**config.mk**
```make
export PLATFORM = sky130hd
export DESIGN_NAME = elastic_pipelined_alu
export DESIGN_NICKNAME = d
export VERILOG_FILES = /design/src/rtl/elastic_pipelined_alu.sv
export SDC_FILE = /design/constraint.sdc
export NUM_CORES = 2
export LEC_CHECK = 0
export CORE_UTILIZATION = 55
export DETAILED_ROUTE_END_ITERATION = 7
export PLACE_DENSITY = 0.74
export SLEW_MARGIN = 20
export SYNTH_ARGS = -nofsm -noshare
export SYNTH_HDL_FRONTEND = slang
export SYNTH_SLANG_ARGS = --single-unit
```
**constraint.sdc**
```tcl
create_clock -name clk -period 14.66 [get_ports clk]
set_clock_uncertainty 0.05 [all_clocks]
set_input_delay 2.932 -clock clk [delete_from_list [all_inputs] [get_ports clk]]
set_output_delay 2.932 -clock clk [all_outputs]
set_load 0.02 [all_outputs]
```
**src/rtl/elastic_pipelined_alu.sv**
```systemverilog
`default_nettype none
// ============================================================================
// Module   : elastic_pipelined_alu
// Summary  : Valid/stop elastic ALU, per-opcode latency, output result FIFO.
//            Define ELASTIC_ALU_DIV_EN to build the multi-cycle divider (op 4).
// Revision : 1.0 - initial release
// ============================================================================
module elastic_pipelined_alu #(
    parameter int DATA_WIDTH    = 32,
    parameter int ADDRESS_WIDTH = 16,
    parameter int OP_WIDTH      = 4,
    parameter int OUT_DEPTH     = 2,
    parameter int MUL_CYCLE     = 2,
    parameter int DIV_CYCLE     = 4
) (
    input  logic                     clk,
    input  logic                     reset_n,
    input  logic [DATA_WIDTH-1:0]    input_data_1,
    input  logic [DATA_WIDTH-1:0]    input_data_2,
    input  logic [OP_WIDTH-1:0]      op,
    input  logic [DATA_WIDTH-1:0]    const_data,
    output logic [ADDRESS_WIDTH-1:0] memory_read_address,
    input  logic [DATA_WIDTH-1:0]    memory_read_data,
    input  logic                     valid_input,
    output logic                     stop_input,
    output logic [DATA_WIDTH-1:0]    output_data,
    output logic                     valid_output,
    input  logic                     stop_output,
    output logic                     switch_context
);

    localparam logic [OP_WIDTH-1:0] c_OP_ADD   = OP_WIDTH'(1);
    localparam logic [OP_WIDTH-1:0] c_OP_SUB   = OP_WIDTH'(2);
    localparam logic [OP_WIDTH-1:0] c_OP_MUL   = OP_WIDTH'(3);
`ifdef ELASTIC_ALU_DIV_EN
    localparam logic [OP_WIDTH-1:0] c_OP_DIV   = OP_WIDTH'(4);
`endif
    localparam logic [OP_WIDTH-1:0] c_OP_CONST = OP_WIDTH'(5);
    localparam logic [OP_WIDTH-1:0] c_OP_LOAD  = OP_WIDTH'(6);
    localparam logic [OP_WIDTH-1:0] c_OP_OUT   = OP_WIDTH'(7);
    localparam logic [OP_WIDTH-1:0] c_OP_ROUTE = OP_WIDTH'(8);

    localparam int c_LAT_BASE = (MUL_CYCLE > 2) ? MUL_CYCLE : 2;
`ifdef ELASTIC_ALU_DIV_EN
    localparam int c_MAX_LAT  = (DIV_CYCLE > c_LAT_BASE) ? DIV_CYCLE : c_LAT_BASE;
`else
    // DIV_CYCLE is accepted but has no effect without the divider.
    localparam int c_MAX_LAT  = c_LAT_BASE + (DIV_CYCLE - DIV_CYCLE);
`endif
    localparam int c_CNT_W    = $clog2(c_MAX_LAT + 1);
    localparam int c_PTR_W    = (OUT_DEPTH > 1) ? $clog2(OUT_DEPTH) : 1;
    localparam int c_FCNT_W   = $clog2(OUT_DEPTH + 1);

    typedef enum logic [0:0] {
        S_IDLE = 1'b0,
        S_EXEC = 1'b1
    } state_t;

    state_t                  r_state;
    state_t                  w_state_nxt;
    logic [c_CNT_W-1:0]      r_cnt;
    logic [c_CNT_W-1:0]      w_cnt_nxt;
    logic [c_CNT_W-1:0]      w_lat_in;
    logic [OP_WIDTH-1:0]     r_op;
    logic [DATA_WIDTH-1:0]   r_opa;
    logic [DATA_WIDTH-1:0]   r_opb;
    logic [DATA_WIDTH-1:0]   r_const;
    logic [ADDRESS_WIDTH-1:0] r_addr;

    logic                    w_accept;
    logic                    w_push;
    logic                    w_pop;
    logic                    w_full;
    logic [DATA_WIDTH-1:0]   w_push_data;

    logic [DATA_WIDTH-1:0]   r_mem [OUT_DEPTH];
    logic [c_PTR_W-1:0]      r_rd_ptr;
    logic [c_PTR_W-1:0]      r_wr_ptr;
    logic [c_FCNT_W-1:0]     r_count;

    function automatic logic [c_CNT_W-1:0] op_latency(input logic [OP_WIDTH-1:0] o);
        case (o)
            c_OP_MUL:  op_latency = c_CNT_W'(MUL_CYCLE);
`ifdef ELASTIC_ALU_DIV_EN
            c_OP_DIV:  op_latency = c_CNT_W'(DIV_CYCLE);
`endif
            c_OP_LOAD: op_latency = c_CNT_W'(2);
            default:   op_latency = c_CNT_W'(1);
        endcase
    endfunction

    // Load data is not produced here; it comes straight from memory_read_data.
    function automatic logic [DATA_WIDTH-1:0] alu_result(
        input logic [OP_WIDTH-1:0]   o,
        input logic [DATA_WIDTH-1:0] a,
        input logic [DATA_WIDTH-1:0] b,
        input logic [DATA_WIDTH-1:0] c
    );
        case (o)
            c_OP_ADD:             alu_result = a + b;
            c_OP_SUB:             alu_result = a - b;
            c_OP_MUL:             alu_result = a * b;
`ifdef ELASTIC_ALU_DIV_EN
            c_OP_DIV:             alu_result = (b == '0) ? '1 : a / b;
`endif
            c_OP_CONST:           alu_result = c;
            c_OP_OUT, c_OP_ROUTE: alu_result = a;
            default:              alu_result = '0;
        endcase
    endfunction

    function automatic logic [c_PTR_W-1:0] ptr_inc(input logic [c_PTR_W-1:0] p);
        ptr_inc = (p == c_PTR_W'(OUT_DEPTH - 1)) ? '0 : p + c_PTR_W'(1);
    endfunction

    assign w_full         = (r_count == c_FCNT_W'(OUT_DEPTH));
    assign stop_input     = (r_state == S_EXEC) | w_full;
    assign w_accept       = valid_input & ~stop_input;
    assign valid_output   = (r_count != '0);
    assign w_pop          = valid_output & ~stop_output;
    assign switch_context = w_pop;
    assign output_data    = valid_output ? r_mem[r_rd_ptr] : '0;

    // Address is presented in the accept cycle so the synchronous memory
    // latches it at the accept edge; the register then holds it afterwards.
    assign memory_read_address = w_accept ? input_data_1[ADDRESS_WIDTH-1:0] : r_addr;

    always_ff @(posedge clk or negedge reset_n) begin
        if (!reset_n) begin
            r_state <= S_IDLE;
            r_cnt   <= '0;
        end else begin
            r_state <= w_state_nxt;
            r_cnt   <= w_cnt_nxt;
        end
    end

    always_comb begin
        w_state_nxt = r_state;
        w_cnt_nxt   = r_cnt;
        w_push      = 1'b0;
        w_push_data = '0;
        w_lat_in    = op_latency(op);
        case (r_state)
            S_IDLE: begin
                if (w_accept) begin
                    if (w_lat_in == c_CNT_W'(1)) begin
                        w_push      = 1'b1;
                        w_push_data = alu_result(op, input_data_1, input_data_2, const_data);
                    end else begin
                        w_state_nxt = S_EXEC;
                        w_cnt_nxt   = w_lat_in - c_CNT_W'(1);
                    end
                end
            end
            S_EXEC: begin
                if (r_cnt == c_CNT_W'(1)) begin
                    w_push      = 1'b1;
                    w_push_data = (r_op == c_OP_LOAD) ? memory_read_data
                                                      : alu_result(r_op, r_opa, r_opb, r_const);
                    w_state_nxt = S_IDLE;
                    w_cnt_nxt   = '0;
                end else begin
                    w_cnt_nxt = r_cnt - c_CNT_W'(1);
                end
            end
            default: begin
                w_state_nxt = S_IDLE;
                w_cnt_nxt   = '0;
            end
        endcase
    end

    always_ff @(posedge clk or negedge reset_n) begin
        if (!reset_n) begin
            r_op    <= '0;
            r_opa   <= '0;
            r_opb   <= '0;
            r_const <= '0;
            r_addr  <= '0;
        end else if (w_accept) begin
            r_op    <= op;
            r_opa   <= input_data_1;
            r_opb   <= input_data_2;
            r_const <= const_data;
            r_addr  <= input_data_1[ADDRESS_WIDTH-1:0];
        end
    end

    // Storage needs no reset: output_data is masked while the FIFO is empty.
    always_ff @(posedge clk) begin
        if (w_push) begin
            r_mem[r_wr_ptr] <= w_push_data;
        end
    end

    always_ff @(posedge clk or negedge reset_n) begin
        if (!reset_n) begin
            r_rd_ptr <= '0;
            r_wr_ptr <= '0;
            r_count  <= '0;
        end else begin
            if (w_push) begin
                r_wr_ptr <= ptr_inc(r_wr_ptr);
            end
            if (w_pop) begin
                r_rd_ptr <= ptr_inc(r_rd_ptr);
            end
            case ({w_push, w_pop})
                2'b10:   r_count <= r_count + c_FCNT_W'(1);
                2'b01:   r_count <= r_count - c_FCNT_W'(1);
                default: r_count <= r_count;
            endcase
        end
    end

endmodule
`default_nettype wire

```
# Yosys cells after proc, flatten, opt, wreduce, memory -nomap -nowiden
# Memories as Yosys holds them, arrays and structs flattened.
# Index checks and enable logic that the tools add are counted.
# op_classes
eq_ne,21
n_bitwise,6
mux,27
n_reduce_logical,6
n_addsub,10
n_mul,2
# ops
cell,n
$pmux 32 s5,2
$mux 32,5
$add 32x32->32,2
$mul 32x32->32,2
$pmux 32 s2,1
$sub 32x32->32,2
$eq 4x3->1 const B,6
$eq 4x2->1 const B,4
$mux 16,1
$mux 1,10
$eq 4x1->1 const B,2
$eq 4x4->1 const B,2
$mux 2,4
$pmux 2 s2,2
$eq 2x1->1 const B,3
$reduce_or 2->1,3
$sub 2x1->2 const B,3
$eq 2x2->1 const B,2
$ne 2x2->1 const B,2
$pmux 1 s2,2
$reduce_bool 2->1,2
$not 1->1,3
$add 1x1->1 const B,2
$add 2x1->2 const B,1
3 further kinds,4
# word_totals
ramBits,64
ff_bits,123
n_memories,1
# mem_list
name,words,word_bits,rd,rd_clocked_by_memory_dff,write_ports,line_no,rtl
r_mem,2,32,1,0,1,76,logic [DATA_WIDTH-1:0] r_mem [OUT_DEPTH];

# Depth between registers and ports, before layout
# logic_depth
ltp_word,9
mapped_depth,28

# Worst setup path before layout
# OpenSTA, ideal clock, no wires.
# synth_path
kind,in2reg
from,input input_data_2[7]
to,"memory r_mem[0][22], data pin"
path_buffers,2
stages,23
slack_ns,4.835
t_required_ns,14.350
t_arrival_ns,9.515
path_cell_list,clkbuf_1 -> clkbuf_1 -> and2_1 -> fa_1 -> fa_1 -> fa_1 -> inv_1 -> fa_1 -> inv_1 -> fa_1 -> inv_1 -> fa_1 -> inv_1 -> fa_1 -> fa_1 -> ha_1 -> and4_1 -> or3b_2 -> o21ai_0 -> xor2_1 -> a222oi_1 -> o21ai_0 -> a22o_1
# synth_between
elab_chain_len,5
elab_cells_between_ends,7
classes_between,add/sub: 2; mul: 1; mux: 4
# synth_lines
item,line_no,rtl
"start, declared",19,"input logic [DATA_WIDTH-1:0] input_data_2,"
"$mul 32x32->32, or another cell as far along",102,c_OP_MUL: alu_result = a * b;
$pmux 32 s5 (*),99,case (o)
$mux 32 (*),147,if (w_lat_in == c_CNT_W'(1)) begin
$mux 32 (*),146,if (w_accept) begin
$pmux 32 s2 (*),144,case (r_state)
named net w_push_data[22],74,logic [DATA_WIDTH-1:0] w_push_data;
"end, declared",76,
# The timed path passes the listed nets; every way through them passes the cells marked *.

# Final worst setup path
# layout_path
from,input input_data_2[5]
to,"memory r_mem[1][28], data pin"
# Same word-level chain as after synthesis.

==> results.sh <==
export IMPL_outcome="finished with violations"
export IMPL_failing_checks="design-rule violations"
export IMPL_syn_to_final_growth_pct=7.791
export IMPL_num_nets_final=5911
export IMPL_grt_util_all_layers_pct=36.10
export IMPL_most_frequent_standard_cell_in_the_layout_excluding_fill_and_tap_cells="sky130_fd_sc_hd__nand2_1"
export IMPL_syn_num_nets=5904
export IMPL_min_path_cells=2
export IMPL_setup_repair_after_global_routing_missed_its_margin="no"
export IMPL_clock_tree_root_buffer_cell="sky130_fd_sc_hd__clkbuf_16"
export IMPL_critical_path_slowest_cell="sky130_fd_sc_hd__clkdlybuf4s50_1"
export IMPL_drtPass1Iterations=8
export IMPL_clock_insertion_delay_worst_skew_ps=470
export IMPL_largest_net_degree_at_the_start_of_global_routing=69
export IMPL_cp_num_buf_inv=5
export IMPL_num_rows=100
export IMPL_drc=6
export IMPL_final_period_utilization_pct=73.30
export IMPL_via_count_of_the_first_global_routing_pass=35556
export IMPL_synth_top_area_cell="sky130_fd_sc_hd__fa_1"
export IMPL_final_period_minus_worst_setup_slack_ps=10750
export IMPL_grt_antenna_before_repair=3
export IMPL_setup_tns_final_ps=0
export IMPL_io_buffers=186
export IMPL_setup_crit_end_kind="flip-flop"
export IMPL_die_y_extent_um=277.7
export IMPL_slew_limit_headroom_pct=25.12
export IMPL_setup_worst_path_class="input port to flip-flop"
export IMPL_gp_congestion=1.006
export IMPL_crit_path_start_kind="input port"
export IMPL_hold_violations=0
export IMPL_critical_path_cell_chain="clkdlybuf4s50_1 > and2_1 > fa_1 > fa_1 > fa_1 > inv_1 > fa_1 > inv_1 > fa_1 > inv_1 > fa_1 > inv_1 > fa_1 > fa_1 > ha_1 > a21o_1 > a21o_1 > a221oi_1 > o21ai_0 > a221oi_1 > mux2i_1 > o21ai_0 > a21oi_1 > o22ai_1"
export IMPL_maxCapViolCount=0
export IMPL_cts_num_sinks=187
export IMPL_use_met3_pct=4.405
export IMPL_ys_seq_area_share_pct=11.96
export IMPL_final_cell_mix="sky130_fd_sc_hd__nand2_1, sky130_fd_sc_hd__fa_1, sky130_fd_sc_hd__inv_1"
export IMPL_clock_tree_buffer_depth=2
export IMPL_synth_top_area_share_pct=36.53
export IMPL_cp_top_family="adder cells"
export IMPL_ctsHtreeMaxLevel=4
export IMPL_global_route_usage_met2_pct=59.46
export IMPL_syn_mean_instance_area_um2=8.903
export IMPL_global_route_wire_length_before_repair_mm=210.1
export IMPL_clkTransAtPathRegs_ps=80
export IMPL_detailedPlacementHpwl_mm=104.0
export IMPL_yosys_top_cells_area="sky130_fd_sc_hd__fa_1, sky130_fd_sc_hd__ha_1, sky130_fd_sc_hd__and2_1"
export IMPL_synthArstFlopShare_pct=65.78
export IMPL_via_count=33464
export IMPL_synth_warnings=0
export IMPL_source_of_the_worst_register_to_register_timing_path="r_opa[16]"
export IMPL_timing_reg2reg_setup_slack_ps=6040
export IMPL_r2r_worst_path_cells=23
export IMPL_setup_viol_count_final=0
export IMPL_worst_path_largest_cell_delay_ps=960
export IMPL_routed_wire_length_per_instance_um=23.70
export IMPL_ctsResizeCount=0
export IMPL_min_delay_path_class="flip-flop to flip-flop"
export IMPL_worstPathMaxFanout=27
export IMPL_grt_overflow_total=0
export IMPL_max_clock_freq_mhz=93.06
export IMPL_reg_to_reg_endpoint="r_mem[1][31]"
export IMPL_slew_violations=0
export IMPL_tightest_slew_ps=1111
export IMPL_global_route_usage_met1_pct=46.19
export IMPL_floorplan_initialDensity_pct=55.89
export IMPL_detail_route_vias_per_cell=5.882
export IMPL_die_w_um=277.7
export IMPL_post_cts_hold_buffer_count=0
export IMPL_grt_busiest_layer="met2"
export IMPL_crit_arrival_ps=10860
export IMPL_coreArea_um2=74820
export IMPL_postCtsSetupBuffers=0
export IMPL_yosys_register_bits=187
export IMPL_drive_gt1_share_pct=3.138
export IMPL_final_antenna_net_count=0
export IMPL_cts_buffers=17
export IMPL_synthesis_instances=4697
export IMPL_worstPathRequired_ps=14770
export IMPL_critPathMostFrequentCell="sky130_fd_sc_hd__fa_1"
export IMPL_floorplan_die_area_um2=77140
export IMPL_final_design_area_no_fill_um2=45080
export IMPL_cts_tree="built"
export IMPL_synth_cell_types=79
export IMPL_dpl_instance_area_um2=44470
export IMPL_post_route_wl_mm=134.8
export IMPL_synth_cell_area_um2=41820
export IMPL_whs_endpoint="r_addr[4]"
export IMPL_initialDrtViolationCount=3126
export IMPL_hold_path_startpoint="r_addr[4]"
export IMPL_synth_main_ff_cell="sky130_fd_sc_hd__dfrtp_1"
export IMPL_synth_edff_count=64
export IMPL_io_pins=187
[registers in the layout (all words and copies together) (netlist names)]
signal and count:
r_mem 64, r_const 32, r_opa 32, r_opb 32, r_addr 16, r_op 4
r_cnt 2, r_count 2, r_rd_ptr 1, r_state 1, r_wr_ptr 1
[final cells by class]
type	count	area, µm²
Antenna cell	3	7.507
Fill cell	6563	29740
Sequential cell	187	5001
Inverter	735	2759
Clock buffer	17	425.4
Multi-Input combinational cell	3497	33030
Timing Repair Buffer	266	2459
Tap cell	969	1212
Clock inverter	15	178.9
[tightest hold or removal path: cells and delay by family, from the launching register on]
| kind | cells | cell delay, ps |
|---|---|---|
| flops | 1 | 330 |
| simple gates | 2 | 110 |
[worst max path at each step]
stage                     from      endpoint  slack [ps]  cells past startpoint
2_1_floorplan  input_data_2[7]  r_mem[0][22]        4830                     23
3_3_place_gp   input_data_2[5]  r_mem[0][28]        3670                     24
3_5_place_dp   input_data_2[5]  r_mem[0][28]        3570                     24
4_1_cts        input_data_2[5]  r_mem[1][28]        4060                     24
5_1_grt        input_data_2[6]  r_mem[1][28]        3650                     24
6_report       input_data_2[5]  r_mem[1][28]        3910                     24
[metal layers]
layer	routed length (µm)	share of wire [%]
met1	51440	38
met2	63340	47
met3	10770	8.0
met4	9218	6.8
met5	32	0.024
[Yosys cell counts, drive strengths merged (33+ instances only)]
| cell type | instances |
|---|---|
| a21o | 42 |
| a21oi | 115 |
| a222oi | 46 |
| and2 | 574 |
| clkbuf | 268 |
| dfrtp | 123 |
| edfxtp | 64 |
| fa | 763 |
| ha | 308 |
| inv | 734 |
| mux2i | 41 |
| nand2 | 784 |
| nand2b | 33 |
| nor2 | 139 |
| o21ai | 123 |
| xnor2 | 137 |
| xor2 | 82 |
[metrics by stage]
step                      hold slack, ps  setup WS, ps  cells  util [%]
after floorplan                    395.7          4835   4697         -
after global placement             405.1          3665   5654     59.43
after detailed placement           414.4          3568   5654     59.43
after CTS                          433.1          4056   5686     60.24
after global routing               443.4          3647   5686     60.24
final                              429.7          3915   5689     60.25
[logic make-up (layout without fill, tap and decap cells)]
family                   count (synthesis)  after routing  share of synthesized area [%]
buffers and inverters                 1013           1033                          9.152
XOR/XNOR                               219            219                          4.587
flip-flops                             187            187                          11.96
adder cells (fa/ha/maj)               1071           1071                          45.74
multiplexers                            41             41                         0.9814
AO/OA/AOI/OAI                          517            517                          8.354
AND/OR/NAND/NOR                       1649           1649                          19.23
other                                    0              3                              0
Power is not shown: default switching activity piles up to over one toggle a cycle in this logic, so the estimate is an artifact.
